[config.mk]
export PLATFORM = sky130hd
export DESIGN_NAME = datamem_pipe
export DESIGN_NICKNAME = d
export VERILOG_FILES = /design/src/rtl/datamem_pipe.sv
export SDC_FILE = /design/constraint.sdc
export NUM_CORES = 2
export LEC_CHECK = 0
export ABC_CLOCK_PERIOD_IN_PS = 4950
export BUFFER_PORTS_ARGS = -buffer_cell sky130_fd_sc_hd__buf_2
export CORE_MARGIN = 4
export CORE_UTILIZATION = 35
export DETAILED_ROUTE_END_ITERATION = 6
export PLACE_DENSITY = 0.59
export SYNTH_ARGS = -nofsm -noshare
export SYNTH_HDL_FRONTEND = slang
export SYNTH_MEMORY_MAX_BITS = 65536
export SYNTH_SLANG_ARGS = --single-unit
[constraint.sdc]
create_clock -name clk -period 4.95 [get_ports clk]
set_input_delay 0 -clock clk [delete_from_list [all_inputs] [get_ports clk]]
set_output_delay 0 -clock clk [all_outputs]
set_load 0.02 [all_outputs]
[src/rtl/datamem_pipe.sv]
// Single-port data memory with a request/response handshake and a 2-entry response FIFO.
// After reset the array is cleared one word per cycle before requests are accepted.
module datamem_pipe #(
  parameter int DATA_W = 32,
  parameter int DEPTH  = 128,
  parameter int ADDR_W = 32
) (
  input  logic              clk,
  input  logic              rst_n,
  input  logic              req_valid,
  output logic              req_ready,
  input  logic              req_we,
  input  logic [ADDR_W-1:0] req_addr,
  input  logic [DATA_W-1:0] req_wdata,
  input  logic [DATA_W/8-1:0] req_be,
  output logic              rsp_valid,
  input  logic              rsp_ready,
  output logic [DATA_W-1:0] rsp_rdata,
  output logic              rsp_err,
  output logic              init_done
);

  localparam int BYTES  = DATA_W / 8;
  localparam int LANE_W = $clog2(BYTES);
  localparam int IDX_W  = (DEPTH > 1) ? $clog2(DEPTH) : 1;
  localparam logic [ADDR_W-1:0] LANE_MASK = ADDR_W'((64'd1 << LANE_W) - 64'd1);

  typedef enum logic {S_INIT, S_RUN} state_t;

  state_t            state;
  state_t            next_state;
  logic [IDX_W-1:0]  clr_idx;
  logic [DATA_W-1:0] mem [DEPTH];

  logic [ADDR_W-1:0] word_addr;
  logic [IDX_W-1:0]  idx;
  logic              misaligned;
  logic              out_of_range;
  logic              req_err;
  logic              push;
  logic              pop;
  logic              wr_en;
  logic              clr_we;
  logic [DATA_W-1:0] push_data;

  logic [DATA_W-1:0] fifo_data [2];
  logic              fifo_err  [2];
  logic              wr_ptr;
  logic              rd_ptr;
  logic [1:0]        count;

  // Request decode: word index and the two error conditions.
  assign word_addr    = req_addr >> LANE_W;
  assign idx          = word_addr[IDX_W-1:0];
  assign misaligned   = |(req_addr & LANE_MASK);
  assign out_of_range = word_addr >= ADDR_W'(DEPTH);
  assign req_err      = misaligned | out_of_range;

  assign req_ready = (state == S_RUN) && (count < 2'd2);
  assign init_done = (state == S_RUN);
  assign push      = req_valid && req_ready;
  assign pop       = rsp_valid && rsp_ready;
  assign wr_en     = push && req_we && !req_err;
  assign clr_we    = (state == S_INIT) && rst_n;

  // Reads return the word as stored before the accepting edge.
  assign push_data = (req_we || req_err) ? '0 : mem[idx];

  assign rsp_valid = (count != 2'd0);
  assign rsp_rdata = rsp_valid ? fifo_data[rd_ptr] : '0;
  assign rsp_err   = rsp_valid && fifo_err[rd_ptr];

  // NOTE: state registers use non-blocking assignments so every flop samples pre-edge values.
  always_ff @(posedge clk or negedge rst_n) begin
    if (!rst_n) begin
      state   <= S_INIT;
      clr_idx <= '0;
    end else begin
      state <= next_state;
      if (state == S_INIT) clr_idx <= clr_idx + 1'b1;
    end
  end

  // NOTE: next_state gets a default before the case so no latch is inferred.
  always_comb begin
    next_state = state;
    unique case (state)
      S_INIT:  if (clr_idx == IDX_W'(DEPTH - 1)) next_state = S_RUN;
      S_RUN:   next_state = S_RUN;
      default: next_state = S_INIT;
    endcase
  end

  // NOTE: the array has no reset; it is cleared by INIT, and clearing is held off while rst_n is low.
  always_ff @(posedge clk) begin
    if (clr_we) begin
      mem[clr_idx] <= '0;
    end else if (wr_en) begin
      for (int i = 0; i < BYTES; i++) begin
        if (req_be[i]) mem[idx][8*i +: 8] <= req_wdata[8*i +: 8];
      end
    end
  end

  always_ff @(posedge clk or negedge rst_n) begin
    if (!rst_n) begin
      count  <= 2'd0;
      wr_ptr <= 1'b0;
      rd_ptr <= 1'b0;
    end else begin
      if (push) wr_ptr <= ~wr_ptr;
      if (pop)  rd_ptr <= ~rd_ptr;
      case ({push, pop})
        2'b10:   count <= count + 2'd1;
        2'b01:   count <= count - 2'd1;
        default: count <= count;
      endcase
    end
  end

  // Payload storage needs no reset: it is only visible while count is nonzero.
  always_ff @(posedge clk) begin
    if (push) begin
      fifo_data[wr_ptr] <= push_data;
      fifo_err[wr_ptr]  <= req_err;
    end
  end

endmodule

# --- Word level (Yosys, flattened, before mapping) ---
# Memory sizes are Yosys's and may differ from the RTL's.
# Index checks and enable logic that the tools add are counted.
word_totals:
  reg_bits: 12
  ramBits: 4162
  in_bits: 73
  out_inout_bits: 36
  wordCells: 61
  n_memories: 3
memory_table:
  columns: ["name", "words", "word_bits", "read_ports", "rd_clocked_by_memory_dff", "wr", "line", "source"]
  rows:
  - ["mem", 128, 32, 1, 0, 1, "33", "logic [DATA_W-1:0] mem [DEPTH];"]
  - ["fifo_data", 2, 32, 1, 0, 1, "46", "logic [DATA_W-1:0] fifo_data [2];"]
  - ["fifo_err", 2, 1, 1, 0, 1, "47", "logic fifo_err [2];"]
op_classes:
  n_addsub: 3
  order_cmp: 2
  n_eq_ne: 3
  n_mux: 28
  bitwise: 4
  n_reduce_logical: 13
op_table:
  columns: ["operator", "n"]
  rows:
  - ["32-bit 2-to-1 mux", 3]
  - ["32-bit OR reduction", 1]
  - ["30-bit by 8-bit greater-or-equal comparator with 1-bit output (second input constant)", 1]
  - ["1-bit 2-to-1 mux", 21]
  - ["7-bit by 1-bit adder with 7-bit output (second input constant)", 1]
  - ["7-bit equality test (second input constant)", 1]
  - ["1-bit logical AND", 7]
  - ["7-bit 2-to-1 mux", 1]
  - ["4-bit 2-to-1 mux", 1]
  - ["2-bit one-hot mux with 2 select lines", 1]
  - ["2-bit nonzero test", 2]
  - ["1-bit NOT", 3]
  - ["2-bit by 1-bit adder with 2-bit output (second input constant)", 1]
  - ["2-bit by 1-bit equality test with 1-bit output (second input constant)", 1]
  - ["2-bit equality test (second input constant)", 1]
  - ["2-bit less-than comparator (second input constant)", 1]
  - ["1-bit one-hot mux with 2 select lines", 1]
  - ["2-bit OR reduction", 1]
  - ["2-bit by 1-bit subtractor with 2-bit output (second input constant)", 1]
  - ["1-bit zero test", 1]
  - ["1-bit logical OR", 1]
  - ["1-bit OR", 1]

# --- Depth between registers and ports, before layout ---
logic_depth:
  word_depth: 10
  ltp_mapped: 11
  mapped_depth_nobuf: 7

# --- Least setup slack after synthesis ---
# Ideal clock, no wire load.
synth_timing:
  path_kind: "register to register"
  startpoint: "reg state (netlist: init_done)"
  endpoint: "mem mem[0][10], data pin"
  setup_ns: 0.535
  t_arrival_ns: 3.584
  required_time_ns: 4.415
  path_slack_ns: 0.831
  stages_incl_launch_ff: 9
  n_path_buf: 4
  synth_period_minus_slack_ns: 4.119
  cell_sequence: "dfrtp_1 buf_2 and3b_1 nand2_1 nor4_4 buf_6 buf_2 clkbuf_1 and2_1"
synth_between:
  elab_chain_len: 9
  word_cells_on_any_way: 20
  cone_classes: "mux (13); bitwise (1); reduce/logical (6)"
synth_lines:
  columns: ["item", "line", "source"]
  rows:
  - ["start: declaration", "30", "state_t state;"]
  - ["start signal: assignment", "79", "state <= next_state;"]
  - ["1-bit logical AND", "59", "assign req_ready = (state == S_RUN) && (count < 2'd2);"]
  - ["1-bit logical AND", "61", "assign push = req_valid && req_ready;"]
  - ["1-bit logical AND (2 in series)", "63", "assign wr_en = push && req_we && !req_err;"]
  - ["1-bit 2-to-1 mux", "98", "end else if (wr_en) begin"]
  - ["1-bit 2-to-1 mux", "96", "if (clr_we) begin"]
  - ["1-bit 2-to-1 mux (implied by the code)", "100", "if (req_be[i]) mem[idx][8*i +: 8] <= req_wdata[8*i +: 8];"]
  - ["32-bit OR reduction (no source line) *", null, null]
  - ["32-bit 2-to-1 mux (no source line) *", null, null]
  - ["end: declaration", "33", null]
# Mark *: on every way between the ends. The rest lies on a longest branch, timed or not.

# --- Final worst setup path ---
layout_timing:
  startpoint: "reg count[1]"
  endpoint: "mem mem[89][23], enable pin"
layout_between:
  elab_chain_len: 10
  word_cells_on_any_way: 20
  cone_classes: "order compare (1); mux (14); reduce/logical (5)"
layout_lines:
  columns: ["item", "line", "source"]
  rows:
  - ["start: declaration", "50", "logic [1:0] count;"]
  - ["start signal: assignment", "114", "2'b10: count <= count + 2'd1;"]
  - ["start signal: assignment", "115", "2'b01: count <= count - 2'd1;"]
  - ["start signal: assignment", "116", "default: count <= count;"]
  - ["2-bit less-than comparator *", "59", null]
  - ["1-bit logical AND *", "59", null]
  - ["1-bit logical AND *", "61", null]
  - ["1-bit logical AND * (2 in series)", "63", null]
  - ["1-bit 2-to-1 mux", "98", null]
  - ["1-bit 2-to-1 mux", "96", null]
  - ["1-bit 2-to-1 mux (implied by the code)", "100", null]
  - ["32-bit OR reduction (no source line)", null, null]
  - ["7-bit 2-to-1 mux (no source line) / 4-bit 2-to-1 mux (equally long branches)", null, null]
# Marked as above.

==> flow_metrics.env <==
export IMPL_status="finished with violations"
export IMPL_violations="design-rule violations"
export IMPL_hpwlAfterDp_mm=280
export IMPL_drtIter0Drc=11000
export IMPL_setup_ws_ns=0.642
export IMPL_hp_class="input pin to flop"
export IMPL_yosysWarningCount=0
export IMPL_grt_pass1_wl_mm=638
export IMPL_die_area_um2=476000
export IMPL_vias=85800
export IMPL_clock_sinks=4174
export IMPL_area_growth_pct=14.4
export IMPL_portBuffers=108
export IMPL_path_clk_slew_ns=0.06
export IMPL_worstHoldStart="req_wdata[21]"
export IMPL_dpl_worst_slack_ns=0.508
export IMPL_yosys_register_bits=4174
export IMPL_min_period_over_period=0.870
export IMPL_netlist_instances=8444
export IMPL_wl_per_cell_um=29.3
export IMPL_finalNetCount=8841
export IMPL_antenna_found_initial=19
export IMPL_ys_seq_area_frac=0.769
export IMPL_finClkSkew_ns=0.0631
export IMPL_cp_startpoint="count[1]$_DFFE_PN0P_"
export IMPL_fp_dieW_um=690
export IMPL_grt_overflow=0
export IMPL_drv_slew=0
export IMPL_fin_util=0.402
export IMPL_synth_edff_count=4162
export IMPL_setup_tns_ns=0
export IMPL_finalCriticalPeriod_ns=4.31
export IMPL_cts_setup_buffers=0
export IMPL_async_reset_ff_frac=0.00287
export IMPL_fmax_mhz=232
export IMPL_yosys_area_top_type="edfxtp_1"
export IMPL_htreeDepth=5
export IMPL_synth_avg_cell_area_um2=19.3
export IMPL_powerDensity_nw_per_um2=387
export IMPL_crit_buf_inv=2
export IMPL_whs_ns=0.114
export IMPL_synth_nets=8519
export IMPL_coreArea_um2=464000
export IMPL_synth_area_um2=163000
export IMPL_synth_area_top_cells="edfxtp_1, mux4_2, mux2i_1"
export IMPL_timing_critical_path_arrival_ns=4.90
export IMPL_cts_buffers=416
export IMPL_synth_most_common_cell="edfxtp_1"
export IMPL_cp_start_kind="flop"
export IMPL_dr_pass1_iters=7
export IMPL_cts_tree="yes"
export IMPL_drive_gt1_frac=0.181
export IMPL_start_util=0.351
export IMPL_cts_root_buffer_cell="clkbuf_16"
export IMPL_crit_fanout=18
export IMPL_timing_rr_start="count[1]$_DFFE_PN0P_"
export IMPL_clockBufferDepth=4
export IMPL_ant_nets=0
export IMPL_grt_use_total=0.182
export IMPL_maxCapViolations=0
export IMPL_yosysUniqueCellTypes=56
export IMPL_synth_top_area_share=0.767
export IMPL_io_pins=109
export IMPL_routed_via_density=5.61
export IMPL_irDropWorstVdd_mv=0.289
export IMPL_finalHoldViolCount=0
export IMPL_cp_top_family="simple AND/OR/NAND/NOR gates"
export IMPL_yosys_top_cells_count="edfxtp_1, mux2i_1, nor2_1"
export IMPL_clock_latency_ns=0.98
export IMPL_drc=1
export IMPL_setup_viol=0
export IMPL_crit_path_end_kind="flop"
export IMPL_max_stage_delay_ns=0.67
export IMPL_ctsResizeCount=0
export IMPL_relSlewSlack=0.120
export IMPL_path_cells="and3b_1, nand2_1, nor4_4, buf_4, mux2i_1, buf_4, nand2_1, nor2_1"
export IMPL_gp_congestion=0.878
export IMPL_worst_pin_slew_ns=1.28
export IMPL_ys_flop_type="edfxtp_1"
export IMPL_fill_cells=40700
export IMPL_fp_row_count=250
export IMPL_static_leakage_power_nw=53.3
export IMPL_worstPathRequired_ns=5.54
export IMPL_wl_mm=448
export IMPL_slowest_stage="nor2_1"
export IMPL_die_height_um=690
export IMPL_grt_pass1_vias=84500
export IMPL_grt_max_degree=129
export IMPL_rsz0062_at_grt="false"
export IMPL_crit_type="flop to flop"
-- metrics by stage --
| stage | total power [mW] | cells | cell area [um^2] |
|---|---|---|---|
| global placement | 41.3 | 14500 | 172000 |
| detailed placement | 41.3 | 14500 | 172000 |
| floorplan | 40.5 | 8444 | 163000 |
| CTS | 72.5 | 15300 | 186000 |
| finish | 72.0 | 15300 | 186000 |
| global route | 74.1 | 15300 | 186000 |
-- routing by layer --
metal	GRT usage	up-vias	wire, um	part of all wire
met3	0.0398	735	41100	0.092
met4	0.0611	10	16800	0.038
li1	-	35600	-	-
met5	0	-	62	0.00014
met1	0.252	45000	183000	0.41
met2	0.285	4429	207000	0.46
-- kinds of logic (layout without fill, tap and decap cells) --
logic type	count (synthesis)	after routing	synth area share
simple gates	1058	1058	0.0275
compound gates	1118	1118	0.0503
other cells	0	6	0
xor+xnor	11	11	0.000592
fa+ha+maj	2	2	0.000154
flops	4174	4174	0.769
buf+inv	529	1204	0.0141
mux	1552	1552	0.138
-- power by group --
| part | switching [mW] | internal (mW) | total, mW |
|---|---|---|---|
| registers | 0 | 38.3 | 38.3 |
| logic | 1.50 | 0.831 | 2.33 |
| clock network | 13.3 | 18.1 | 31.4 |
-- state kept, by name, summed over array words and instances, names as in the netlist --
name and flops:
fifo_err 2, init_done 1, fifo_data 64, mem 4096, wr_ptr 1, count 2, clr_idx 7, rd_ptr 1
-- worst paths after layout --
path,to,slack [ns],cells after the start
min in group asynchronous,count[0]$_DFFE_PN0P_,0.22,4
setup reg to reg,mem[89][23]$_DFFE_PP_,0.64,8
hold reg to reg,wr_ptr$_DFFE_PN0P_,0.54,1
setup / recovery,mem[89][23]$_DFFE_PP_,0.64,8
max in group asynchronous,clr_idx[4]$_DFFE_PN0N_,4.47,4
hold / removal,mem[26][21]$_DFFE_PP_,0.11,3
-- worst min-delay path, cell delays in order --
cell and delay, ns:
dlygate4sd3_1 0.55, buf_2 0.12, and2_4 0.20
-- timing repair --
action	in CTS	in global routing
hold endpoints to repair	2907	0
hold buffers	47	0
endpoints found under the setup margin	0	0
-- cells in the final DEF (no fill, tap or decap), types with 124 or more instances in the layout --
cell type	count
buf_4	199
a21oi_1	144
a221oi_1	213
mux2i_1	962
mux4_2	553
edfxtp_1	4162
clkbuf_16	423
o221ai_1	124
a22oi_1	243
nor2_1	587
nand2_1	218
-- cell type report --
class,instances,area (um^2),share of cell area
inverters,3,18.8,0.000101
clock inverters,258,2620,0.0141
flip-flops and latches,4174,125000,0.673
well taps,6174,7720,0.0415
repair buffers,430,4070,0.0219
multi-input cells,3741,35600,0.191
diodes,6,15.0,0.0000806
clock buffers,513,11000,0.0588
Note: power is estimated with default switching activity, not from simulation.
